===== src/rtl/keypad_scan_fifo.sv =====
`default_nettype none
// ============================================================================
// Module   : keypad_scan_fifo
// Purpose  : Row-strobed key matrix scanner with per-key debounce and a
//            press/release event FIFO with a sticky overflow flag.
// Revision : 1.0 - initial release
// ============================================================================
module keypad_scan_fifo #(
  parameter int ROWS       = 4,
  parameter int COLS       = 4,
  parameter int SCAN_DIV   = 50000,
  parameter int DEB_SCANS  = 4,
  parameter int FIFO_DEPTH = 8,
  parameter int REL_EVT    = 0,
  localparam int NK        = ROWS * COLS,
  localparam int KW        = $clog2(NK)
) (
  input  logic            clk,
  input  logic            RST,
  input  logic [COLS-1:0] col,
  output logic [ROWS-1:0] row,
  output logic            ev_valid,
  input  logic            ev_ready,
  output logic [KW-1:0]   ev_code,
  output logic            ev_release,
  output logic [NK-1:0]   key_state,
  output logic            any_key,
  output logic            overflow,
  input  logic            clr_ovf
);

  localparam int RW = $clog2(ROWS);
  localparam int CW = $clog2(COLS);
  localparam int DW = $clog2(SCAN_DIV);
  localparam int AW = $clog2(FIFO_DEPTH);

  typedef enum logic [1:0] {
    S_IDLE   = 2'd0,
    S_DRIVE  = 2'd1,
    S_COMMIT = 2'd2
  } state_t;

  state_t          r_state;
  state_t          w_state_nxt;
  logic [ROWS-1:0] w_row_strobe;
  logic            w_sample_now;
  logic            w_commit_last;

  logic [DW-1:0]   r_div;
  logic [RW-1:0]   r_row_idx;
  logic [CW-1:0]   r_col_idx;
  logic [COLS-1:0] r_col_lat;

  logic [NK-1:0]   r_key_state;
  logic [3:0]      r_cnt [NK];
  logic [KW-1:0]   w_key;
  logic            w_smp_pressed;
  logic            w_differs;
  logic [3:0]      w_cnt_inc;
  logic            w_toggle;
  logic            w_push;
  logic            w_push_rel;

  logic [KW:0]     r_mem [FIFO_DEPTH];
  logic [AW-1:0]   r_wr_ptr;
  logic [AW-1:0]   r_rd_ptr;
  logic [AW:0]     r_count;
  logic            r_overflow;
  logic            w_full;
  logic            w_pop;
  logic            w_wr_en;
  logic            w_drop;

  // Scan FSM next state and row strobe decode; rows float high outside DRIVE
  always_comb begin
    w_state_nxt   = r_state;
    w_row_strobe  = '1;
    w_sample_now  = 1'b0;
    w_commit_last = 1'b0;
    case (r_state)
      S_IDLE: w_state_nxt = S_DRIVE;
      S_DRIVE: begin
        w_row_strobe[r_row_idx] = 1'b0;
        if (r_div == DW'(SCAN_DIV - 1)) begin
          w_sample_now = 1'b1;
          w_state_nxt  = S_COMMIT;
        end
      end
      S_COMMIT: begin
        if (r_col_idx == CW'(COLS - 1)) begin
          w_commit_last = 1'b1;
          w_state_nxt   = S_DRIVE;
        end
      end
      default: w_state_nxt = S_IDLE;
    endcase
  end

  // Scan state, row dwell counter, column latch and row/column indices
  always_ff @(posedge clk or posedge RST) begin
    if (RST) begin
      r_state   <= S_IDLE;
      r_div     <= '0;
      r_row_idx <= '0;
      r_col_idx <= '0;
      r_col_lat <= '0;
    end else begin
      r_state <= w_state_nxt;
      if (r_state == S_DRIVE) begin
        r_div <= w_sample_now ? '0 : r_div + 1'b1;
      end
      if (w_sample_now) begin
        r_col_lat <= col;
        r_col_idx <= '0;
      end else if (r_state == S_COMMIT) begin
        r_col_idx <= r_col_idx + 1'b1;
      end
      if (w_commit_last) begin
        r_row_idx <= (r_row_idx == RW'(ROWS - 1)) ? '0 : r_row_idx + 1'b1;
      end
    end
  end

  // One key is evaluated per COMMIT cycle, so events arrive in column order
  assign w_key         = KW'(int'(r_row_idx) * COLS + int'(r_col_idx));
  assign w_smp_pressed = ~r_col_lat[r_col_idx];
  assign w_differs     = w_smp_pressed != r_key_state[w_key];
  assign w_cnt_inc     = r_cnt[w_key] + 4'd1;
  assign w_toggle      = (r_state == S_COMMIT) && w_differs && (w_cnt_inc == 4'(DEB_SCANS));
  assign w_push_rel    = r_key_state[w_key];
  assign w_push        = w_toggle && (!w_push_rel || (REL_EVT != 0));

  // Debounce: count disagreeing frames, flip the level once the run is long enough
  always_ff @(posedge clk or posedge RST) begin
    if (RST) begin
      r_key_state <= '0;
      for (int i = 0; i < NK; i++) begin
        r_cnt[i] <= '0;
      end
    end else if (r_state == S_COMMIT) begin
      if (!w_differs) begin
        r_cnt[w_key] <= '0;
      end else if (w_toggle) begin
        r_cnt[w_key]       <= '0;
        r_key_state[w_key] <= ~r_key_state[w_key];
      end else begin
        r_cnt[w_key] <= w_cnt_inc;
      end
    end
  end

  // A pop in the same cycle frees a slot, so a push on a full FIFO still lands
  assign w_full  = r_count == (AW + 1)'(FIFO_DEPTH);
  assign w_pop   = ev_valid && ev_ready;
  assign w_wr_en = w_push && (!w_full || w_pop);
  assign w_drop  = w_push && w_full && !w_pop;

  // Event FIFO storage, pointers, occupancy and sticky overflow
  always_ff @(posedge clk or posedge RST) begin
    if (RST) begin
      for (int i = 0; i < FIFO_DEPTH; i++) begin
        r_mem[i] <= '0;
      end
      r_wr_ptr   <= '0;
      r_rd_ptr   <= '0;
      r_count    <= '0;
      r_overflow <= 1'b0;
    end else begin
      if (w_wr_en) begin
        r_mem[r_wr_ptr] <= {w_push_rel, w_key};
        r_wr_ptr        <= r_wr_ptr + 1'b1;
      end
      if (w_pop) begin
        r_rd_ptr <= r_rd_ptr + 1'b1;
      end
      case ({w_wr_en, w_pop})
        2'b10:   r_count <= r_count + 1'b1;
        2'b01:   r_count <= r_count - 1'b1;
        default: r_count <= r_count;
      endcase
      if (w_drop) begin
        r_overflow <= 1'b1;
      end else if (clr_ovf) begin
        r_overflow <= 1'b0;
      end
    end
  end

  assign row        = w_row_strobe;
  assign ev_valid   = r_count != '0;
  assign ev_code    = r_mem[r_rd_ptr][KW-1:0];
  assign ev_release = r_mem[r_rd_ptr][KW];
  assign key_state  = r_key_state;
  assign any_key    = |r_key_state;
  assign overflow   = r_overflow;

endmodule
`default_nettype wire


===== config.mk =====
export PLATFORM = sky130hd
export DESIGN_NAME = keypad_scan_fifo
export DESIGN_NICKNAME = d
export VERILOG_FILES = /design/src/rtl/keypad_scan_fifo.sv
export SDC_FILE = /design/constraint.sdc
export NUM_CORES = 1
export LEC_CHECK = 0
export CORE_MARGIN = 5
export CORE_UTILIZATION = 29
export DETAILED_ROUTE_END_ITERATION = 7
export GPL_TIMING_DRIVEN = 0
export HOLD_SLACK_MARGIN = 0.06
export MAX_ROUTING_LAYER = met4
export SYNTH_ARGS = -nofsm -noshare
export SYNTH_HDL_FRONTEND = slang
export SYNTH_SLANG_ARGS = --single-unit

===== constraint.sdc =====
create_clock -name clk -period 15.2 [get_ports clk]
set_clock_uncertainty 0.15 [all_clocks]
set_input_delay 1.52 -clock clk [delete_from_list [all_inputs] [get_ports clk]]
set_output_delay 1.52 -clock clk [all_outputs]
set_load 0.05 [all_outputs]

Word level (Yosys, flattened, before mapping)
Index checks and enable logic that the tools add are counted.

storage, ports and cells
  bits in registers = 157
  bits of input ports = 8

operators by class
  reductions and logical operators = 23
  muxes and demuxes = 38
  add/subtract/negate cells = 9
  magnitude comparators = 10
  bitwise logic cells = 8
  equality and inequality tests = 12

operators by type and width
  cell                                                      count
  two-way mux 64 bit                                        2
  AND 64 bit                                                1
  bitwise mux 64 bit                                        1
  NOT 64 bit                                                1
  bitwise mux 40 bit                                        1
  adder 16 x 1 -> 16 bit, second input constant             1
  binary-select mux 4 bit (select 4 bit)                    1
  bitwise mux 16 bit                                        1
  demux 4 bit (select 4 bit)                                1
  equality test 16 bit, second input constant               1
  two-way mux 16 bit                                        1
  two-way mux 4 bit                                         4
  OR reduction 16 bit                                       1
  binary-select mux 5 bit (select 3 bit)                    1
  demux 5 bit (select 3 bit)                                1
  two-way mux 5 bit                                         3
  logical AND 1 bit                                         11
  two-way mux 1 bit                                         10
  two-way mux 2 bit                                         5
  adder 4 x 1 -> 4 bit, second input constant               2
  equality test 2 bit, second input constant                4
  greater-or-equal comparator 4 bit, second input constant  2
  NOT 3 -> 4 bit                                            2
  case mux 4 bit (2 select lines)                           1
  other kinds (31)                                          41

Depth between registers and ports, before layout
  depth in word-level cells = 12
  gate-level depth with buffers = 19
  gate-level depth less buffers = 16

Worst setup path before layout
OpenSTA, ideal clock, no wires.

  path kind = register to register
  from = reg r_col_idx[0]
  to = reg r_count[2]
  cell stages (with the launch flop) = 18
  required time = 14.924 ns
  path slack = 11.049 ns
  data arrival time = 3.875 ns
  buffers on the path = 2
  library setup time = 0.126 ns
  path through = dfrtp_1 -> buf_6 -> mux4_2 -> a22oi_1 -> nand3_1 -> ha_1 -> nor3b_1 -> inv_1 -> o31a_1 -> o22a_1 -> a21o_1 -> buf_2 -> nand2_1 -> xnor2_1 -> ha_1 -> or4bb_1 -> nor2_1 -> a211oi_1

between the ends
  longest elaborated chain between the ends = 12

RTL lines
  element                                                                       line  text
  start, declared                                                               51    logic [CW-1:0] r_col_idx;
  start signal, assigned                                                        116   r_col_idx <= r_col_idx + 1'b1;
  adder 4 x 2 -> 4 bit                                                          125   assign w_key = KW'(int'(r_row_idx) * COLS + int'(r_col_idx));
  NOT 4 -> 5 bit (not written as such)                                          128   assign w_cnt_inc = r_cnt[w_key] + 4'd1;
  binary-select mux 4 bit (select 4 bit)                                        128
  two-way mux 4 bit (not written as such) (2 in a row)                          128
  adder 4 x 1 -> 4 bit                                                          128
  equality test 4 x 3 -> 1 bit                                                  129   assign w_toggle = (r_state == S_COMMIT) && w_differs && (w_cnt_inc == 4'(DEB_SCANS));
  logical AND 1 bit                                                             129
  logical AND 1 bit *                                                           131   assign w_push = w_toggle && (!w_push_rel || (REL_EVT != 0));
  logical AND 1 bit *                                                           155   assign w_wr_en = w_push && (!w_full || w_pop);
  equality test 2 x 1 -> 1 bit / equality test 2 bit (equally long branches)    176   case ({w_wr_en, w_pop})
  case mux 4 bit (2 select lines) / nonzero test 2 bit (equally long branches)  -
  end signal, assigned                                                          177   2'b10: r_count <= r_count + 1'b1;
  end signal, assigned                                                          178   2'b01: r_count <= r_count - 1'b1;
  end signal, assigned                                                          179   default: r_count <= r_count;
  end, declared                                                                 67    logic [AW:0] r_count;

Mark *: on every way between the ends. The rest lies on a longest branch, timed or not. The select of a mux whose other input is x is not followed.
A chain may end at the register's enable or synchronous reset.

Worst setup path after layout
  from = reg r_rd_ptr[0]
  to = out ev_release

between the ends
  longest elaborated chain between the ends = 4

RTL lines
  element                                               line  text
  start, declared                                       66    logic [AW-1:0] r_rd_ptr;
  start signal, assigned                                174   r_rd_ptr <= r_rd_ptr + 1'b1;
  NOT 3 -> 4 bit (not written as such)                  192   assign ev_release = r_mem[r_rd_ptr][KW];
  binary-select mux 5 bit (select 3 bit)                192
  two-way mux 5 bit (not written as such) (2 in a row)  192
  end, declared                                         25    output logic ev_release,

No other way between the ends. The select of a mux whose other input is x is not followed.

==> results.py <==
metrics = {
    "grt": {
        "grt_pass1_vias": 5359,
        "grt.busiest_layer": "met2",
        "use_met3": 0.02538,
        "grt_overflow": 0,
        "grt_max_degree": 121,
        "grt_pass1_wl_um": 29120,
        "grtUsageMet2": 0.1971,
        "use_met1": 0.1731,
        "antenna_found_initial": 0,
        "grt_usage": 0.1282,
    },
    "synth": {
        "synth_top_area_cell": "dfrtp_1",
        "yosysWarnings": 0,
        "syn_inst": 658,
        "synth_enable_flop_cells": 0,
        "synth-seq-area-share": 0.5160,
        "synth_cell_type_count": 48,
        "synthesis.nets": 680,
        "synth.area.top_cells": "dfrtp_1 52%, mux4_2 8.6%, mux2_2 8.4%, o21ai_0 4.7%, nand2_1 4.6%",
        "netlist.area_leader.share": 0.5160,
        "synth-seq-cells": 157,
        "postSynthAreaPerCell_sq_um": 11.57,
        "synth_area_sq_um": 7614,
        "synthArstFlopShare": 1.000,
        "ys.flop_type": "dfrtp_1",
    },
    "run": {
        "maxCapViolations": 0,
    },
    "sta": {
        "period_needed_ps": 4792,
        "rsz0062_at_grt": "no",
        "setup_tns_ps": 0,
        "worstMarginPinSlew_ps": 879.5,
        "drv_slew": 0,
        "hold_viol_final": 0,
        "fin_crit_sh": 0.3152,
        "slew_headroom": 0.4137,
        "setup_viol": 0,
        "fmax_mhz": 208.7,
    },
    "outcome": {
        "outcome": "finished clean",
    },
    "clock_tree": {
        "clkSlewWorstSetupHoldPaths_ps": 60,
        "numCtsBuffers": 17,
        "clock_latency_ps": 420,
        "cts-root-buf": "clkbuf_16",
        "clk_path_buf_depth": 2,
        "cts_sinks": 157,
        "cts_setup_buffers": 0,
        "cts_tree": "built",
        "cts_resized": 0,
        "htree_levels": 4,
        "postCtsHoldBufs": 0,
    },
    "finish": {
        "layout-drive-gt1-share": 0.2000,
        "fin_area_sq_um": 8961,
        "area_delta_synth_final_pct": 17.70,
        "antenna_cells": 0,
        "nNetsFinal": 735,
        "final_common_cell": "dfrtp_1",
        "final_cell_mix": "157 x dfrtp_1, 94 x nand2_1, 72 x o21ai_0",
    },
    "placed_design": {
        "dp_hpwl_um": 12140,
        "place_congestion": 0.8121,
        "io_buffers": 35,
        "placed_area_sq_um": 8418,
    },
    "floorplan": {
        "coreArea_sq_um": 25980,
        "dieArea_sq_um": 29590,
        "num_io_pins": 36,
        "start_util": 0.2930,
        "die_h_um": 172.0,
        "chipWidth_um": 172.0,
        "rows": 59,
    },
    "setup_path": {
        "start_kind": "flop",
        "crit_type": "reg -> out",
        "crit_arrival_ps": 3120,
        "startpoint": "r_rd_ptr[0]$_DFFE_PP0P_",
        "rrSetupSlack_ps": 10480,
        "cp_max_fo": 10,
        "reg2reg_from": "r_col_idx[0]$_DFFE_PP0P_",
        "crit_required_ps": 13530,
        "endpoint_kind": "output port",
    },
    "drt": {
        "via_per_inst": 4.853,
        "wl_um": 17290,
        "first_pass_iters": 4,
        "drc": 0,
        "drt_iter0_markers": 321,
        "ant_nets": 0,
        "dr_total_vias": 5144,
        "wl_per_cell_um": 16.31,
    },
    "pwr": {
        "leakagePower_nw": 3.828,
        "p_per_area_nw_per_um2": 101.5,
        "peakVddDrop_v": 0.00007696,
    },
    "min_path": {
        "hp-start": "r_cnt[0]$_DFFE_PP0P_",
        "min_path_type": "reg -> reg",
    },
}
per-layer routing:
metal / vias up / share of wire
li1: 2463 / -
met1: 2584 / 0.48
met2: 80 / 0.47
met3: 17 / 0.038
met4: 0 / 0.013
met5: - / 0
critical path, stage by stage (launching register included):
cell	delay [ps]
dfrtp_1	410
buf_1	680
mux4_2	600
mux2_2	280
clkdlybuf4s50_1	710
power by group:
part / leakage (nW) / switching [mW] / internal, mW
logic: 1.40 / 0.0424 / 0.0335
clock network: 0.267 / 0.169 / 0.229
registers: 2.16 / 0.00870 / 0.427
cell usage after synthesis, types with 6 or more instances:
library cell and number:
nor2b_1 14, clkbuf_1 19, nor2_1 19, buf_2 10, xnor2_1 10, mux2i_1 6, o21ai_0 72, inv_1 10
nand3_1 56, dfrtp_1 157, mux2_2 57, nand4_1 9, nand2_1 94, mux4_2 29, xor2_1 9, ha_1 14
registers in the layout, indices dropped and copies added (netlist names):
name,cells
r_wr_ptr,3
overflow,1
r_cnt,64
r_col_lat,4
r_state,2
r_rd_ptr,3
r_col_idx,2
r_count,4
key_state,16
r_div,16
r_mem,40
r_row_idx,2
worst paths after layout:
| path | endpoint | depth (start not counted) |
|---|---|---|
| max | ev_release | 4 |
| min | r_cnt[0]$_DFFE_PP0P_ | 2 |
| max reg2reg | r_count[2]$_DFFE_PP0P_ | 17 |
| min reg2reg | r_cnt[0]$_DFFE_PP0P_ | 2 |
| max in group asynchronous | r_div[1]$_DFFE_PP0P_ | 3 |
| min in group asynchronous | r_count[3]$_DFFE_PP0P_ | 2 |
final cells by class:
cell class                 instances  area (sq um)
fill                            2631         17020
sequential                       157          3929
multi-input combinational        454          3473
clock buffer                      21         450.4
tap                              335         419.2
timing repair buffer              36         377.9
buffer                            37         173.9
clock inverter                    10         92.59
inverter                          10         45.04
cells by family (layout without fill, tap and decap cells):
logic type,after synthesis,after routing,share of synthesized area
muxes,97,97,0.1878
and+or+nand+nor,232,232,0.1576
buffers and inverters,47,114,0.02777
xor gates and xnor gates,19,19,0.02186
DFF,157,157,0.5160
adders and majority gates,14,14,0.02301
AOI/OAI and AO/OA,92,92,0.06590
per-stage QoR:
stage	power (mW)	hold WS [ps]	worst slack, ps	util	std cells
3_3_place_gp	0.5180	307.1	6892	0.3226	1028
4_1_cts	0.9225	329.8	10330	0.3449	1060
3_5_place_dp	0.5211	316.1	10490	0.3240	1029
5_1_grt	0.9507	349.1	10190	0.3449	1060
6_report	0.9092	324.9	10410	0.3449	1060
2_1_floorplan	0.5001	294.6	9295	-	658
Note: power is estimated with default switching activity, not from simulation.
